**config.mk**
```make
export PLATFORM = sky130hd
export DESIGN_NAME = band_energy_flat
export DESIGN_NICKNAME = d
export VERILOG_FILES = /design/src/rtl/band_energy_pkg.sv /design/src/rtl/band_energy_if.sv /design/src/rtl/band_energy_sat_acc.sv /design/src/rtl/band_energy.sv /design/src/flat_wrapper.sv
export SDC_FILE = /design/constraint.sdc
export NUM_CORES = 1
export LEC_CHECK = 0
export CORE_MARGIN = 2
export CORE_UTILIZATION = 56
export DETAILED_ROUTE_END_ITERATION = 7
export PLACE_DENSITY = 0.9
export SLEW_MARGIN = 20
export SYNTH_ARGS = -nofsm -noshare
export SYNTH_HDL_FRONTEND = slang
export SYNTH_SLANG_ARGS = --single-unit
export TNS_END_PERCENT = 50
```
**constraint.sdc**
```tcl
create_clock -name clk_i -period 3.73 [get_ports clk_i]
set_clock_uncertainty 0.15 [all_clocks]
set_input_delay 0.9325 -clock clk_i [delete_from_list [all_inputs] [get_ports clk_i]]
set_output_delay 0.9325 -clock clk_i [all_outputs]
set_load 0.01 [all_outputs]
```
**src/rtl/band_energy_pkg.sv**
```systemverilog
// Shared definitions for the acoustic front-end band-energy stage.
//
// Holds the stream word widths that are common with the power-spectrum
// block, the default band geometry, the FSM state encoding, the
// saturation ceiling and a small counter-width helper.
package band_energy_pkg;

  // Word widths shared with the power-spectrum producer.
  localparam int I_BW = 32;
  localparam int O_BW = 32;

  // Default band geometry: 16 bands of 8 bins each.
  localparam int BAND_W_DEF    = 8;
  localparam int NUM_BANDS_DEF = 16;

  // Largest value representable on a default-width output word.
  localparam logic [O_BW-1:0] SAT_MAX = {O_BW{1'b1}};

  // ACCUM sums bins into bands.
  // DISCARD drops the surplus bins of an over-long frame.
  typedef enum logic {
    ACCUM   = 1'b0,
    DISCARD = 1'b1
  } state_e;

  // Counter width able to hold 0..n-1. It is never narrower than one bit.
  function automatic int cntWidth(input int n);
    return (n > 1) ? $clog2(n) : 1;
  endfunction

endpackage

```
**src/rtl/band_energy_if.sv**
```systemverilog
// Unidirectional data/valid/last stream without backpressure.
//
// Ports (signals):
//   data  - payload word, W bits
//   valid - beat qualifier
//   last  - final beat of a frame, qualified by valid
// Modports:
//   master - drives the stream
//   slave  - receives the stream
interface band_energy_if #(
  parameter int W = 32
);

  logic [W-1:0] data;
  logic         valid;
  logic         last;

  modport master (output data, output valid, output last);
  modport slave  (input  data, input  valid, input  last);

endinterface

```
**src/rtl/band_energy_sat_acc.sv**
```systemverilog
// Band accumulator with an output clamp.
//
// The register is ACC_W = I_BW + log2(BAND_W) bits wide, so a full band
// of maximum-valued bins cannot wrap. sum_o shows the value the
// accumulator will hold after the current beat, clamped to O_BW bits.
// The parent can therefore register a finished band on the same edge
// that consumes the band's last bin.
//
// Ports:
//   clk_i, rst_i - clock, async active-high reset
//   clr_i        - synchronous clear
//   load_i       - first bin of a band: acc = data_i
//   add_i        - later bin of a band: acc += data_i
//   data_i       - power bin, I_BW bits
//   sum_o        - saturated post-beat sum, O_BW bits
module band_sat_acc
  import band_energy_pkg::*;
#(
  parameter int I_BW   = band_energy_pkg::I_BW,
  parameter int O_BW   = band_energy_pkg::O_BW,
  parameter int BAND_W = band_energy_pkg::BAND_W_DEF
) (
  input  logic            clk_i,
  input  logic            rst_i,
  input  logic            clr_i,
  input  logic            load_i,
  input  logic            add_i,
  input  logic [I_BW-1:0] data_i,
  output logic [O_BW-1:0] sum_o
);

  localparam int ACC_W = I_BW + $clog2(BAND_W);

  logic [ACC_W-1:0] acc_q;
  logic [ACC_W-1:0] acc_d;

  // Compute the next accumulator value.
  // A load restarts the band. An add extends it. Otherwise the value holds.
  always_comb begin
    acc_d = acc_q;
    if (load_i) begin
      acc_d = ACC_W'(data_i);
    end else if (add_i) begin
      acc_d = acc_q + ACC_W'(data_i);
    end
  end

  // Store the accumulator. The synchronous clear mirrors the async reset.
  always_ff @(posedge clk_i or posedge rst_i) begin
    if (rst_i) begin
      acc_q <= '0;
    end else if (clr_i) begin
      acc_q <= '0;
    end else begin
      acc_q <= acc_d;
    end
  end

  // Clamp to the output range.
  // Clamping is needed only when the accumulator is wider than the output.
  // In that case any set bit above O_BW means overflow.
  generate
    if (ACC_W > O_BW) begin : g_clamp
      assign sum_o = (|acc_d[ACC_W-1:O_BW]) ? {O_BW{1'b1}} : acc_d[O_BW-1:0];
    end else begin : g_pass
      assign sum_o = O_BW'(acc_d);
    end
  endgenerate

endmodule

```
**src/rtl/band_energy.sv**
```systemverilog
// Band energy summation for the acoustic front end.
//
// The block groups consecutive power bins into NUM_BANDS bands of BAND_W
// bins each. It emits one saturated energy per band and marks the final
// band of each frame with last. The frame length is checked against
// NUM_BANDS*BAND_W, and errors are flagged on a sticky err_o.
//
// Ports:
//   clk_i, rst_i - clock, async active-high reset
//   en_i         - enable; low clears all state synchronously
//   in_s         - power-bin stream (slave), I_BW bits
//   out_s        - band-energy stream (master), O_BW bits, registered
//   err_o        - sticky frame-length error, registered
module band_energy
  import band_energy_pkg::*;
#(
  parameter int I_BW      = band_energy_pkg::I_BW,
  parameter int O_BW      = band_energy_pkg::O_BW,
  parameter int BAND_W    = band_energy_pkg::BAND_W_DEF,
  parameter int NUM_BANDS = band_energy_pkg::NUM_BANDS_DEF
) (
  input  logic         clk_i,
  input  logic         rst_i,
  input  logic         en_i,
  band_energy_if.slave  in_s,
  band_energy_if.master out_s,
  output logic         err_o
);

  localparam int FRAME_LEN = BAND_W * NUM_BANDS;
  localparam int BIN_CW    = cntWidth(BAND_W);
  localparam int BAND_CW   = cntWidth(NUM_BANDS);

  state_e             state_q;
  logic [BIN_CW-1:0]  binCnt_q;
  logic [BAND_CW-1:0] bandCnt_q;
  logic [O_BW-1:0]    data_q;
  logic               valid_q;
  logic               last_q;
  logic               err_q;

  logic               accBeat;
  logic               bandEnd;
  logic               frameEnd;
  logic [O_BW-1:0]    bandSum;

  // Decode the beat qualifiers.
  // A counted beat is a valid beat seen while accumulating.
  // The frame ends on the last bin of the last band, which is bin FRAME_LEN-1.
  assign accBeat  = in_s.valid && (state_q == ACCUM);
  assign bandEnd  = (binCnt_q == BIN_CW'(BAND_W - 1));
  assign frameEnd = bandEnd && (bandCnt_q == BAND_CW'(NUM_BANDS - 1));

  band_sat_acc #(
    .I_BW   (I_BW),
    .O_BW   (O_BW),
    .BAND_W (BAND_W)
  ) u_acc (
    .clk_i  (clk_i),
    .rst_i  (rst_i),
    .clr_i  (!en_i),
    .load_i (en_i && accBeat && (binCnt_q == '0)),
    .add_i  (en_i && accBeat && (binCnt_q != '0)),
    .data_i (in_s.data),
    .sum_o  (bandSum)
  );

  // FSM, bin/band counters and registered outputs.
  //
  // The output registers default to zero every cycle, so valid_o is a
  // one-cycle pulse following the edge that consumed the band-completing
  // bin.
  //
  // If a frame reaches its full length without last, the final band is
  // still emitted. The FSM then drops beats until the producer's last
  // arrives. If last arrives early, the partial band is flushed as the
  // frame's final band.
  always_ff @(posedge clk_i or posedge rst_i) begin
    if (rst_i) begin
      state_q   <= ACCUM;
      binCnt_q  <= '0;
      bandCnt_q <= '0;
      data_q    <= '0;
      valid_q   <= 1'b0;
      last_q    <= 1'b0;
      err_q     <= 1'b0;
    end else if (!en_i) begin
      state_q   <= ACCUM;
      binCnt_q  <= '0;
      bandCnt_q <= '0;
      data_q    <= '0;
      valid_q   <= 1'b0;
      last_q    <= 1'b0;
      err_q     <= 1'b0;
    end else begin
      data_q  <= '0;
      valid_q <= 1'b0;
      last_q  <= 1'b0;
      case (state_q)
        ACCUM: begin
          if (in_s.valid) begin
            if (frameEnd) begin
              data_q    <= bandSum;
              valid_q   <= 1'b1;
              last_q    <= 1'b1;
              binCnt_q  <= '0;
              bandCnt_q <= '0;
              if (!in_s.last) begin
                state_q <= DISCARD;
              end
            end else if (in_s.last) begin
              data_q    <= bandSum;
              valid_q   <= 1'b1;
              last_q    <= 1'b1;
              err_q     <= 1'b1;
              binCnt_q  <= '0;
              bandCnt_q <= '0;
            end else if (bandEnd) begin
              data_q    <= bandSum;
              valid_q   <= 1'b1;
              binCnt_q  <= '0;
              bandCnt_q <= bandCnt_q + BAND_CW'(1);
            end else begin
              binCnt_q  <= binCnt_q + BIN_CW'(1);
            end
          end
        end
        DISCARD: begin
          if (in_s.valid) begin
            err_q <= 1'b1;
            if (in_s.last) begin
              state_q <= ACCUM;
            end
          end
        end
        default: begin
          state_q <= ACCUM;
        end
      endcase
    end
  end

  assign out_s.data  = data_q;
  assign out_s.valid = valid_q;
  assign out_s.last  = last_q;
  assign err_o       = err_q;

  // The derived frame length documents the geometry the counters decode.
  // This check rejects a configuration whose frame could not hold one bin.
  initial begin : p_frameLenCheck
    if (FRAME_LEN < 1) begin
      $fatal(1, "band_energy: empty frame geometry");
    end
  end

endmodule
```
**src/flat_wrapper.sv**
```systemverilog
// flat-port wrapper written by rule: the top's interface ports become plain ports
module band_energy_flat import band_energy_pkg::*;
#(
  parameter int I_BW      = band_energy_pkg::I_BW,
  parameter int O_BW      = band_energy_pkg::O_BW,
  parameter int BAND_W    = band_energy_pkg::BAND_W_DEF,
  parameter int NUM_BANDS = band_energy_pkg::NUM_BANDS_DEF
)
  (clk_i, rst_i, en_i, err_o, in_s_data, in_s_valid, in_s_last, out_s_data, out_s_valid, out_s_last);
  band_energy_if in_s_i ();
  band_energy_if out_s_i ();
  input  logic clk_i;
  input  logic rst_i;
  input  logic en_i;
  output logic err_o;
  input wire logic [$bits(in_s_i.data)-1:0] in_s_data;
  input wire logic [$bits(in_s_i.valid)-1:0] in_s_valid;
  input wire logic [$bits(in_s_i.last)-1:0] in_s_last;
  output wire logic [$bits(out_s_i.data)-1:0] out_s_data;
  output wire logic [$bits(out_s_i.valid)-1:0] out_s_valid;
  output wire logic [$bits(out_s_i.last)-1:0] out_s_last;
  assign in_s_i.data = in_s_data;
  assign in_s_i.valid = in_s_valid;
  assign in_s_i.last = in_s_last;
  assign out_s_data = out_s_i.data;
  assign out_s_valid = out_s_i.valid;
  assign out_s_last = out_s_i.last;
  band_energy #(.I_BW(I_BW), .O_BW(O_BW), .BAND_W(BAND_W), .NUM_BANDS(NUM_BANDS)) u_core (.clk_i(clk_i), .rst_i(rst_i), .en_i(en_i), .in_s(in_s_i), .out_s(out_s_i), .err_o(err_o));
endmodule
```
**After elaboration in Yosys (flattened, before gate mapping)**

Index checks and enable logic that the tools add are counted.

- Bitwise operators: 1
- Add/subtract/negate cells: 3
- Mux-type cells: 45
- Equal/unequal tests: 9
- Reductions and logical operators: 11

Operators with widths:

| cell | number |
|---|---|
| 2-to-1 mux 32 bit | 7 |
| 2-to-1 mux 35 bit | 3 |
| adder 35 x 32 -> 35 bit | 1 |
| 2-to-1 mux 4 bit | 6 |
| 2-to-1 mux 1 bit | 21 |
| 2-to-1 mux 3 bit | 6 |
| inequality test 3 bit, second input constant | 4 |
| logical AND 1 bit | 5 |
| adder 4 x 1 -> 4 bit, second input constant | 1 |
| equality test 4 bit, second input constant | 1 |
| inequality test 4 x 1 -> 1 bit, second input constant | 1 |
| case mux 1 bit (2 select lines) | 2 |
| AND reduction 4 bit | 1 |
| adder 3 x 1 -> 3 bit, second input constant | 1 |
| equality test 3 bit, second input constant | 1 |
| zero test 3 bit | 1 |
| AND reduction 3 bit | 1 |
| nonzero test 3 bit | 1 |
| OR reduction 3 bit | 1 |
| inequality test 2 x 1 -> 1 bit, second input constant | 1 |
| inequality test 2 bit, second input constant | 1 |
| AND reduction 2 bit | 1 |
| NOT 1 bit | 1 |

- Output and inout bits: 35
- Input port bits: 37
- Logic and storage cells: 77
- Register bits after elaboration: 78

**Depth between registers and ports, before layout**

Gate-level depths: netlist of the first run.

- Depth in word-level cells: 14
- Mapped depth: 13
- Mapped depth without buffers: 12

**Modules after synthesis**

From an unflattened synthesis of the first run, not the netlist that was laid out.

- Cells, all modules: 613
- Area, all modules: 5392.7 µm²

Modules (own cells, without submodules):

| module | area an instance (µm²) | seq. area each (µm²) | instances | cells each |
|---|---|---|---|---|
| band_sat_acc | 3781.1 | 875.8 | 1 | 484 |
| band_energy | 1611.5 | 1076.0 | 1 | 129 |

**Worst setup path before layout of the first run**

OpenSTA, ideal clock, no wires.

- Kind: input port to flip-flop
- From: input in_s_data[14]
- To: register u_core.data_q[29] (netlist: u_core.out_s.data[29])
- Buffers on the path: 2
- Slack: -0.008 ns
- Setup time: 0.142 ns
- Arrival time: 3.447 ns
- Cell stages on the path: 12
- Required time: 3.438 ns
- Cell sequence: ha_1 buf_2 nand4_2 or4_1 a21o_1 a31oi_1 o21a_2 nor3_1 o311a_1 nor3_4 buf_6 a31oi_1

- Word-level cells in the longest chain between the ends: 11

Ends and longest elaborated chain:

| what | RTL line | RTL |
|---|---|---|
| from (decl) | flat_wrapper.sv:16 | `input wire logic [$bits(in_s_i.data)-1:0] in_s_data;` |
| adder 35 x 32 -> 35 bit * | band_energy_sat_acc.sv:44 | `acc_d = acc_q + ACC_W'(data_i);` |
| 2-to-1 mux 35 bit * | band_energy_sat_acc.sv:43 | `end else if (add_i) begin` |
| 2-to-1 mux 35 bit * | band_energy_sat_acc.sv:41 | `if (load_i) begin` |
| OR reduction 3 bit | band_energy_sat_acc.sv:64 | `assign sum_o = (\|acc_d[ACC_W-1:O_BW]) ? {O_BW{1'b1}} : acc_d[O_BW-1:0];` |
| 2-to-1 mux 32 bit * | band_energy_sat_acc.sv:64 |  |
| 2-to-1 mux 32 bit | band_energy.sv:118 | `end else if (bandEnd) begin` |
| 2-to-1 mux 32 bit | band_energy.sv:111 | `end else if (in_s.last) begin` |
| 2-to-1 mux 32 bit * | band_energy.sv:102 | `if (frameEnd) begin` |
| 2-to-1 mux 32 bit * | band_energy.sv:101 | `if (in_s.valid) begin` |
| 2-to-1 mux 32 bit * | band_energy.sv:99 | `case (state_q)` |
| 2-to-1 mux 32 bit * | band_energy.sv:87 | `end else if (!en_i) begin` |
| to (signal assigned) | band_energy.sv:103 | `data_q <= bandSum;` |
| to (signal assigned) | band_energy.sv:112 | `data_q <= bandSum;` |
| to (signal assigned) | band_energy.sv:119 | `data_q <= bandSum;` |
| to (decl) | band_energy.sv:37 | `logic [O_BW-1:0] data_q;` |

Every way passes the cells marked *; elsewhere a longest branch is shown, timed or not.
A chain may end at the register's enable or synchronous reset.

**Final worst setup path of the first run**

- From: input in_s_data[4]
- To: register u_core.data_q[8] (netlist: u_core.out_s.data[8])

The elaborated chain is that of the path after synthesis.

==> impl_metrics.py, run 1 <==
metrics = {
    "power": {
        "p_per_area_nw_per_um2": 329.7,
        "worst_ir_drop_vdd_mv": 0.2899,
        "p_leak_uw": 0.003294,
    },
    "layout": {
        "syn_to_final_growth_pct": 42.27,
        "mostFrequentLayoutCell": "buf_4",
        "antenna_cells": 0,
        "drive_gt1_frac": 0.2354,
        "nets": 842,
        "most-common-layout-cells": "buf_4, a21oi_1, dfrtp_1, nor2_1, nand2_1",
        "fin_cells": 881,
        "finalInstanceArea_um2": 7320,
    },
    "place": {
        "dp_hpwl_um": 11360,
        "place_congestion": 0.9754,
        "place_inst": 854,
        "dpl_cell_area_um2": 6634,
        "portBuffers": 71,
        "detailedPlace.worstSlack_ns": -0.6405,
    },
    "floorplanning": {
        "die_y_um": 99.85,
        "start_util": 0.5843,
        "rows": 34,
        "die_w_um": 99.85,
        "die-area_um2": 9970,
        "fp.coreArea_um2": 8806,
        "pin_count": 72,
    },
    "critical_path": {
        "cp-end-kind": "flip-flop",
        "cp-start-kind": "primary input",
        "crit_family": "compound AO/OA/AOI/OAI gates",
        "critPathBufInv": 5,
        "crit_path_cell_trace": "clkdlybuf4s50_1 -> ha_1 -> o211ai_1 -> nor3b_2 -> buf_4 -> o21ai_2 -> buf_4 -> a21oi_2 -> o31a_1 -> o211ai_1 -> nor3_4 -> buf_4 -> buf_12 -> a311oi_2",
        "ff2ff_setup_slack_ns": 0.45,
        "cp_common_cell": "buf_4",
        "crit_slowest_cell": "clkdlybuf4s50_1",
        "critical_path.max_stage_delay_ns": 0.44,
        "crit_fanout": 11,
        "arrival_ns": 3.90,
        "criticalPathCategory": "primary input to flip-flop",
        "cp.required_ns": 3.86,
    },
    "grt": {
        "grt_pass1_vias": 5821,
        "grt_max_degree": 79,
        "gr-total-overflow": 0,
        "grt_pass1_wl_um": 29120,
        "antenna_found_initial": 0,
        "grt_use_total": 0.3717,
    },
    "cts": {
        "h-tree-depth": 3,
        "cts_sinks": 78,
        "path_clk_slew_ns": 0.09,
        "root_buffer": "clkbuf_8",
        "clock_latency_ns": 0.37,
        "cts_buffers": 9,
        "cts_tree": "done",
        "clockBufferDepth": 2,
    },
    "yosys": {
        "synthAdderAreaFrac": 0.09144,
        "synth_top_family_by_area": "compound AO/OA/AOI/OAI gates",
        "synth-simple-area-share": 0.1556,
        "synth.top_cell.area_share": 0.3794,
        "avgSynthCellArea_um2": 8.462,
        "netlist.top_cell.by_area": "dfrtp_1",
        "synth.mux.area_fraction": 0.008025,
        "synthTopCellsByArea": "dfrtp_1, ha_1, a21oi_1",
        "synth_edf_count": 0,
        "synth_cell_types": 55,
        "syn-cell-area_um2": 5145,
        "synth.ff_latch_count": 78,
        "synth_nets": 682,
        "synth_compound_area_frac": 0.2721,
        "syn_inst": 608,
        "ys_warn_count": 0,
        "ys_seq_area_frac": 0.3794,
        "async_flop_share": 1.000,
        "synth_xor_area_frac": 0.04596,
        "synthFlopType": "dfrtp_1",
    },
    "timing": {
        "fin_tns_setup_ns": -0.04552,
        "period_share": 1.010,
        "timing.final.ws_setup_ns": -0.03740,
        "rsz0062_at_grt": "true",
        "fmax_mhz": 265.4,
        "hold_ws_ns": 0.4277,
        "setup_viol": 3,
        "finalCriticalPeriod_ns": 3.767,
        "relSlewSlack": 0.5074,
        "tightest_slew_ns": 0.7355,
        "hold_violations": 0,
        "drv_slew": 0,
    },
    "route": {
        "drt-vias-per-instance": 6.539,
        "drc": 0,
        "detail_route.first_pass.iterations": 5,
        "first_iter_violations": 518,
        "routed_wl_um": 18590,
        "vias": 5761,
        "wl_per_cell_um": 21.10,
        "ant_nets": 0,
    },
    "job": {
        "maxCapViolations": 0,
    },
    "hold_path": {
        "hold_path_class": "flip-flop to flip-flop",
    },
    "status": {
        "status": "finished with violations",
        "violations": "negative setup slack",
    },
}
sequential cells by signal, summed over array words and instances, names as in the netlist:
signal and count:
u_core.u_acc.acc_q 35, u_core.out_s.data 32, u_core.bandCnt_q 4, u_core.binCnt_q 3, u_core.err_o 1, u_core.out_s.last 1
u_core.out_s.valid 1, u_core.state_q 1
cell usage after synthesis (2+ instances only):
master,instances
inv_1,17
clkbuf_1,27
ha_1,36
mux2i_1,3
buf_6,3
a311oi_1,3
o311a_1,2
a32o_1,2
and4_1,2
nand2b_1,5
nor2b_1,3
a211oi_1,13
o31a_1,3
buf_2,6
a211o_1,2
nand3_1,7
nor3_1,10
and2_1,7
o21bai_1,5
a21o_1,9
nand2_1,54
dfrtp_1,78
o211ai_1,15
xnor2_1,11
or3_1,2
or4_1,2
o21ai_0,60
and3_1,2
a41oi_1,5
a221o_1,2
o21a_1,6
a31oi_1,8
nor2_1,68
nor3b_1,2
nand4_1,10
a21oi_1,84
xor2_1,16
tightest hold or removal path, delay by kind of cell, from the launching register on:
kind | cells | cell delay, ns
AO/OA/AOI/OAI | 1 | 0.05
flip-flops | 1 | 0.38
AND/OR/NAND/NOR | 1 | 0.11
where the power goes:
group | leakage [uW] | switching, uW | total (uW) | internal [uW]
clock network | 0.000105 | 372 | 690 | 318
registers | 0.00106 | 30.4 | 914 | 883
logic | 0.00213 | 438 | 809 | 371
path summary, 6_finish.rpt:
check / cells past startpoint / endpoint / startpoint
max in group asynchronous: 3 / u_core.u_acc.acc_q[25] / rst_i
setup reg to reg: 14 / u_core.out_s.data[8] / u_core.u_acc.acc_q[12]
setup / recovery: 14 / u_core.out_s.data[8] / in_s_data[4]
hold reg to reg: 2 / u_core.err_o / u_core.err_o
hold / removal: 2 / u_core.err_o / u_core.err_o
min in group asynchronous: 3 / u_core.bandCnt_q[3] / rst_i
logic make-up (layout without fill, tap and decap cells):
group | after synthesis | after routing
xor+xnor | 27 | 27
compound gates | 230 | 230
flops | 78 | 78
mux | 4 | 4
buf+inv | 56 | 221
simple gates | 176 | 176
fa+ha+maj | 37 | 37
metal layers:
metal  share of wire  global-route usage
met4           0.053              0.1791
met5               0                   0
met2            0.48              0.6258
met1            0.39              0.4668
met3           0.078             0.06267
repair_timing:
action | 4_1_cts | 5_1_grt
hold buffers | 0 | 0
gates cloned | 2 | 0
endpoints found under the hold margin | 0 | 0
pin swaps | 22 | 14
gates resized for setup | 51 | 23
setup buffers | 9 | 0
endpoints found under the setup margin | 34 | 38
layout make-up:
cell class,count,area [um2]
clock buffers,9,123.9
clock inverters,7,78.83
fillers,505,1486
inverters,18,67.56
multi-input cells,474,3293
flip-flops and latches,78,1952
well taps,108,135.1
repair buffers,187,1669
through the flow:
stage          power, uW  utilization
2_1_floorplan       1313            -
3_3_place_gp        1600       0.7533
3_5_place_dp        1623       0.7533
4_1_cts             2353       0.8204
5_1_grt             2507       0.8312
6_report            2413       0.8312
Note: power is estimated with default switching activity, not from simulation.
==> inputs of run 2 (changes only) <==
--- a/config.mk
+++ b/config.mk
@@ -6,9 +6,10 @@
 export NUM_CORES = 1
 export LEC_CHECK = 0
 export CORE_MARGIN = 2
-export CORE_UTILIZATION = 56
+export CORE_UTILIZATION = 64
 export DETAILED_ROUTE_END_ITERATION = 7
-export PLACE_DENSITY = 0.9
+export DONT_BUFFER_PORTS = 1
+export PLACE_DENSITY = 0.89
 export SLEW_MARGIN = 20
 export SYNTH_ARGS = -nofsm -noshare
 export SYNTH_HDL_FRONTEND = slang
==> run 2 against run 1 <==
Against the previous run:
- the run now ends clean
- power fell by 9.4%
- sequential power barely moved
- critical path depth fell by 3
- hold slack got worse by 0.13 ns
- sequential share of layout area rose by 8.0 points
- global-route usage fell by 4.4 points
- first-iteration DRC count fell by 19%
- fmax rose by 8.4%
- critical path type unchanged
- critical endpoint is now u_core.out_s.data[31]
==> impl_metrics.py, run 2 (synthesis results as in run 1) <==
metrics = {
    "status": {
        "status": "finished, final reports clean",
    },
    "grt": {
        "grt_use_total": 0.3275,
        "grt_pass1_vias": 4753,
        "antenna_found_initial": 0,
        "grt_max_degree": 49,
        "grt_pass1_wl_um": 22590,
        "gr-total-overflow": 0,
    },
    "critical_path": {
        "crit_path_cell_trace": "ha_1 -> buf_4 -> a21oi_1 -> o21ai_0 -> a221o_1 -> a221o_1 -> a41oi_1 -> o31ai_1 -> xor2_1 -> a21oi_1 -> a21oi_1",
        "cp-start-kind": "primary input",
        "cp_common_cell": "a21oi_1",
        "cp-end-kind": "flip-flop",
        "crit_slowest_cell": "a41oi_1",
        "critical_path.max_stage_delay_ns": 0.42,
        "arrival_ns": 3.54,
        "cp.required_ns": 3.79,
        "ff2ff_setup_slack_ns": 0.42,
        "crit_fanout": 4,
        "criticalPathCategory": "primary input to flip-flop",
    },
    "power": {
        "p_sw_uw": 692.1,
        "p_leak_uw": 0.002542,
        "power_frac_seq": 0.418,
        "clock_power_share": 0.333,
        "p_total_uw": 2187,
        "p_per_area_nw_per_um2": 388.0,
        "internal-power_uw": 1495,
        "p_comb_frac": 0.249,
        "swShare": 0.3164,
        "worst_ir_drop_vdd_mv": 0.2688,
    },
    "cts": {
        "path_clk_slew_ns": 0.08,
        "cts_buffers": 9,
        "postCtsSetupBuffers": 0,
        "cts_sinks": 78,
        "cts_tree": "done",
        "clock_latency_ns": 0.36,
        "ctsHoldBuffers": 0,
        "h-tree-depth": 3,
        "root_buffer": "clkbuf_8",
        "clockBufferDepth": 2,
        "ctsResizeCount": 0,
    },
    "route": {
        "vias": 4792,
        "wl_per_cell_um": 18.65,
        "ant_nets": 0,
        "drt-vias-per-instance": 6.591,
        "first_iter_violations": 420,
        "routed_wl_um": 13560,
        "drc": 0,
        "detail_route.first_pass.iterations": 5,
    },
    "hold_path": {
        "hold_path_class": "primary input to async pin",
    },
    "layout": {
        "fillers": 609,
        "syn_to_final_growth_pct": 9.582,
        "largest_register_ffs": 35,
        "most-common-layout-cells": "a21oi_1, dfrtp_1, nor2_1, o21ai_0, nand2_1",
        "drive_gt1_frac": 0.1008,
        "nets": 694,
        "mostFrequentLayoutCell": "a21oi_1",
        "antenna_cells": 0,
        "top_register": "u_core.u_acc.acc_q",
    },
    "floorplanning": {
        "rows": 32,
        "die_w_um": 93.66,
        "start_util": 0.6624,
        "die_y_um": 93.66,
        "fp.coreArea_um2": 7767,
        "pin_count": 72,
        "die-area_um2": 8772,
    },
    "place": {
        "portBuffers": 0,
        "detailedPlace.worstSlack_ns": -0.08653,
        "place_congestion": 1.054,
        "dp_hpwl_um": 9874,
    },
    "timing": {
        "relSlewSlack": 0.5423,
        "rsz0062_at_grt": "false",
        "drv_slew": 0,
        "period_share": 0.9320,
        "finalCriticalPeriod_ns": 3.476,
        "timing.final.ws_setup_ns": 0.2538,
        "setup_viol": 0,
        "tightest_slew_ns": 0.6864,
        "hold_violations": 0,
        "fmax_mhz": 287.7,
    },
    "job": {
        "maxCapViolations": 0,
    },
}
-- run 2: cell count changes in the layout (fill, tap and decap cells not counted), sizes merged --
cell / delta
clkdlybuf4s50: -51
buf: -76
clkbuf: +1
dlymetal6s2s: -6
bufbuf: -1
bufinv: +1
inv: -2
dlygate4sd2: -14
-- run 2: layout make-up --
cell class	count	area, um2	share of cell area
Clock buffer	10	137.6	0.02441
Clock inverter	6	91.34	0.01620
Inverter	18	68.82	0.01221
Multi-Input combinational cell	474	2955	0.5242
Sequential cell	78	1952	0.3462
Tap cell	102	127.6	0.02264
Timing Repair Buffer	39	305.3	0.05415
-- run 2: critical path: cells and delay by family --
family / cells / cell delay [ns]
AOI/OAI and AO/OA: 8 / 1.95
adders and majority gates: 1 / 0.32
buffers and inverters: 1 / 0.17
xor gates and xnor gates: 1 / 0.17
-- run 2: worst paths after layout --
path,from,endpoint,cells after the start
worst max-delay path,in_s_data[12],u_core.out_s.data[31],11
worst min-delay path,rst_i,u_core.bandCnt_q[0],1
worst max register to register,u_core.u_acc.acc_q[12],u_core.out_s.data[31],11
worst min register to register,u_core.binCnt_q[1],u_core.binCnt_q[1],1
max in group asynchronous,rst_i,u_core.out_s.data[18],2
min in group clk_i,u_core.binCnt_q[1],u_core.binCnt_q[1],1
-- run 2: layer usage --
| layer | part of all wire | vias to the layer above | GRT usage |
|---|---|---|---|
| li1 | - | 2231 | - |
| met1 | 0.41 | 2278 | 0.4071 |
| met2 | 0.48 | 244 | 0.5360 |
| met3 | 0.093 | 39 | 0.09470 |
| met4 | 0.026 | 0 | 0.1365 |
| met5 | 0 | - | 0 |
-- run 2: through the flow --
step / area, um2 / hold WS, ns / setup TNS (ns) / utilization / std cells
final: 5638 / 0.3022 / 0 / 0.7258 / 727
after global placement: 5409 / 0.3580 / 0 / 0.6964 / 711
after global routing: 5638 / 0.3223 / 0 / 0.7258 / 727
after floorplan: 5145 / 0.3413 / 0 / - / 608
after detailed placement: 5409 / 0.3776 / -1.541 / 0.6964 / 711
after CTS: 5638 / 0.3037 / 0 / 0.7258 / 727
-- run 2: power groups by stage --
stage / clock network, uW / registers [uW] / logic [uW]
after floorplan: 0 / 922 / 391
after detailed placement: 0 / 928 / 530
final: 729 / 914 / 545
after CTS: 737 / 913 / 534
after global routing: 773 / 918 / 601
after global placement: 0 / 928 / 509
==> inputs of run 3 (changes only) <==
--- a/config.mk
+++ b/config.mk
@@ -9,6 +9,7 @@
 export CORE_UTILIZATION = 64
 export DETAILED_ROUTE_END_ITERATION = 7
 export DONT_BUFFER_PORTS = 1
+export GPL_TIMING_DRIVEN = 0
 export PLACE_DENSITY = 0.89
 export SLEW_MARGIN = 20
 export SYNTH_ARGS = -nofsm -noshare
==> run 3 against run 2 <==
Against the previous run:
- non-clock buffer count increased by 5
- sequential power about the same
- worst setup slack got worse by 0.16 ns
- global-route usage increased by 1.7 points
- critical path depth increased by 3
- first-iteration DRC count increased by 6.9%
- combinational power decreased by 2%
- critical endpoint is now u_core.out_s.data[8]
- largest power group unchanged
==> impl_metrics.py, run 3 (synthesis results as in run 1) <==
metrics = {
    "cts": {
        "clockBufferDepth": 2,
        "cts_tree": "done",
        "cts_buffers": 9,
        "clock_latency_ns": 0.36,
        "h-tree-depth": 3,
        "path_clk_slew_ns": 0.08,
        "root_buffer": "clkbuf_8",
        "cts_sinks": 78,
    },
    "grt": {
        "antenna_found_initial": 0,
        "grt_pass1_wl_um": 23380,
        "grt_max_degree": 45,
        "grt_use_total": 0.3448,
        "gr-total-overflow": 0,
        "grt_pass1_vias": 4694,
    },
    "timing": {
        "hold_violations": 0,
        "period_share": 0.9747,
        "tightest_slew_ns": 0.7106,
        "relSlewSlack": 0.5263,
        "rsz0062_at_grt": "true",
        "fmax_mhz": 275.1,
        "drv_slew": 0,
        "finalCriticalPeriod_ns": 3.636,
        "setup_viol": 0,
        "fin_tns_setup_ns": 0,
    },
    "floorplanning": {
        "pin_count": 72,
        "die_y_um": 93.66,
        "start_util": 0.6624,
        "rows": 32,
        "die_w_um": 93.66,
        "die-area_um2": 8772,
        "fp.coreArea_um2": 7767,
    },
    "route": {
        "wl_per_cell_um": 19.98,
        "routed_wl_um": 14610,
        "ant_nets": 0,
        "drt-vias-per-instance": 6.651,
        "detail_route.first_pass.iterations": 7,
        "first_iter_violations": 449,
        "drc": 0,
        "vias": 4862,
    },
    "critical_path": {
        "worstSetupPathDepth": 14,
        "crit_slowest_cell": "fa_1",
        "crit_family": "compound AO/OA/AOI/OAI gates",
        "crit_path_cell_trace": "ha_1 -> inv_1 -> fa_1 -> nand2b_1 -> a21o_1 -> a211oi_2 -> nor3_1 -> o21a_1 -> o311a_1 -> o211ai_1 -> nor3_4 -> buf_4 -> buf_6 -> a311oi_2",
        "criticalPathCategory": "primary input to flip-flop",
        "crit_fanout": 5,
        "cp.required_ns": 3.82,
        "cp-start-kind": "primary input",
        "critPathBufInv": 3,
        "critical_path.max_stage_delay_ns": 0.44,
        "arrival_ns": 3.73,
        "reg2reg_depth": 14,
        "cp-end-kind": "flip-flop",
    },
    "power": {
        "swShare": 0.3433,
        "clock_power_share": 0.285,
        "p_comb_frac": 0.263,
        "worst_ir_drop_vdd_mv": 0.2107,
        "p_per_area_nw_per_um2": 365.0,
        "p_leak_uw": 0.002425,
        "internal-power_uw": 1326,
        "p_sw_uw": 693.6,
        "power_frac_seq": 0.452,
    },
    "job": {
        "maxCapViolations": 0,
    },
    "layout": {
        "fin_util": 0.7125,
        "syn_to_final_growth_pct": 7.563,
        "antenna_cells": 0,
        "most-common-layout-cells": "a21oi_1, dfrtp_1, nor2_1, o21ai_0, nand2_1",
        "mostFrequentLayoutCell": "a21oi_1",
        "largest_register_ffs": 35,
        "top_register": "u_core.u_acc.acc_q",
        "nets": 699,
        "drive_gt1_frac": 0.06518,
        "regArea_um2": 1952,
        "fillers": 605,
        "multiInputGateArea_um2": 2980,
    },
    "place": {
        "dp_hpwl_um": 10650,
        "portBuffers": 0,
        "place_congestion": 0.9862,
    },
    "status": {
        "status": "finished, final reports clean",
    },
    "hold_path": {
        "hold_path_class": "primary input to async pin",
    },
}
[run 3: cell types whose count changed in the layout (fill, tap and decap cells not counted), moves of 2 or more]
cell	change
bufinv_16	-2
buf_6	+3
buf_2	+7
buf_4	-33
o21ai_1	+2
clkbuf_1	+27
[run 3: layer usage]
layer  vias up  wire length (um)  share of wire  global-route usage
li1       2230                 -              -                   -
met5         -                 0              0                   0
met2       263              6563           0.45              0.5150
met3        50              1308          0.090             0.07624
met4         0               526          0.036              0.1461
met1      2319              6210           0.43              0.4856
[run 3: final timing paths]
path | start | endpoint | slack, ns
worst min register to register | u_core.binCnt_q[1] | u_core.binCnt_q[1] | 0.40
max in group asynchronous | rst_i | u_core.u_acc.acc_q[20] | 2.55
worst max register to register | u_core.u_acc.acc_q[0] | u_core.out_s.data[8] | 0.29
worst max-delay path | in_s_data[0] | u_core.out_s.data[8] | 0.09
min in group clk_i | u_core.binCnt_q[1] | u_core.binCnt_q[1] | 0.40
worst min-delay path | rst_i | u_core.bandCnt_q[0] | 0.31
[run 3: cell type report]
class                      instances  share of cell area
multi-input combinational        474              0.5385
inverter                          18             0.01266
buffer                            38             0.03188
clock buffer                      10             0.02487
sequential                        78              0.3527
tap                              102             0.02306
clock inverter                     5            0.006331
timing repair buffer               6            0.009948
[run 3: through the flow]
stage	hold WS, ns	instances	power, uW	setup WS, ns	instance area, um2
final	0.3057	731	2020	0.09440	5534
after global routing	0.3301	731	2125	-0.03092	5534
after CTS	0.3136	726	2003	0.004958	5468
after detailed placement	0.3851	711	1437	-0.3532	5295
after global placement	0.3518	710	1418	-0.3388	5273
after floorplan	0.3413	608	1313	0.06047	5145
[run 3: power by group through the flow]
stage               clock network (uW)  registers (uW)  logic (uW)
detailed placement                   0             928         509
finish                             576             913         532
CTS                                580             912         511
floorplan                            0             922         391
global route                       621             917         588
global placement                     0             927         490
[run 3: worst register-to-register path: stages, from the launching register on]
cell      delay (ns)
dfrtp_1         0.36
ha_1            0.20
inv_1           0.08
fa_1            0.44
nand2b_1        0.19
a21o_1          0.25
a211oi_2        0.28
nor3_1          0.11
o21a_1          0.18
o311a_1         0.30
o211ai_1        0.16
nor3_4          0.10
buf_4           0.16
buf_6           0.13
a311oi_2        0.25
[run 3: timing repair]
action,CTS,global route
endpoints found under the setup margin,0,32
buffers inserted,0,4
hold buffers,0,0
gates resized for setup,0,7
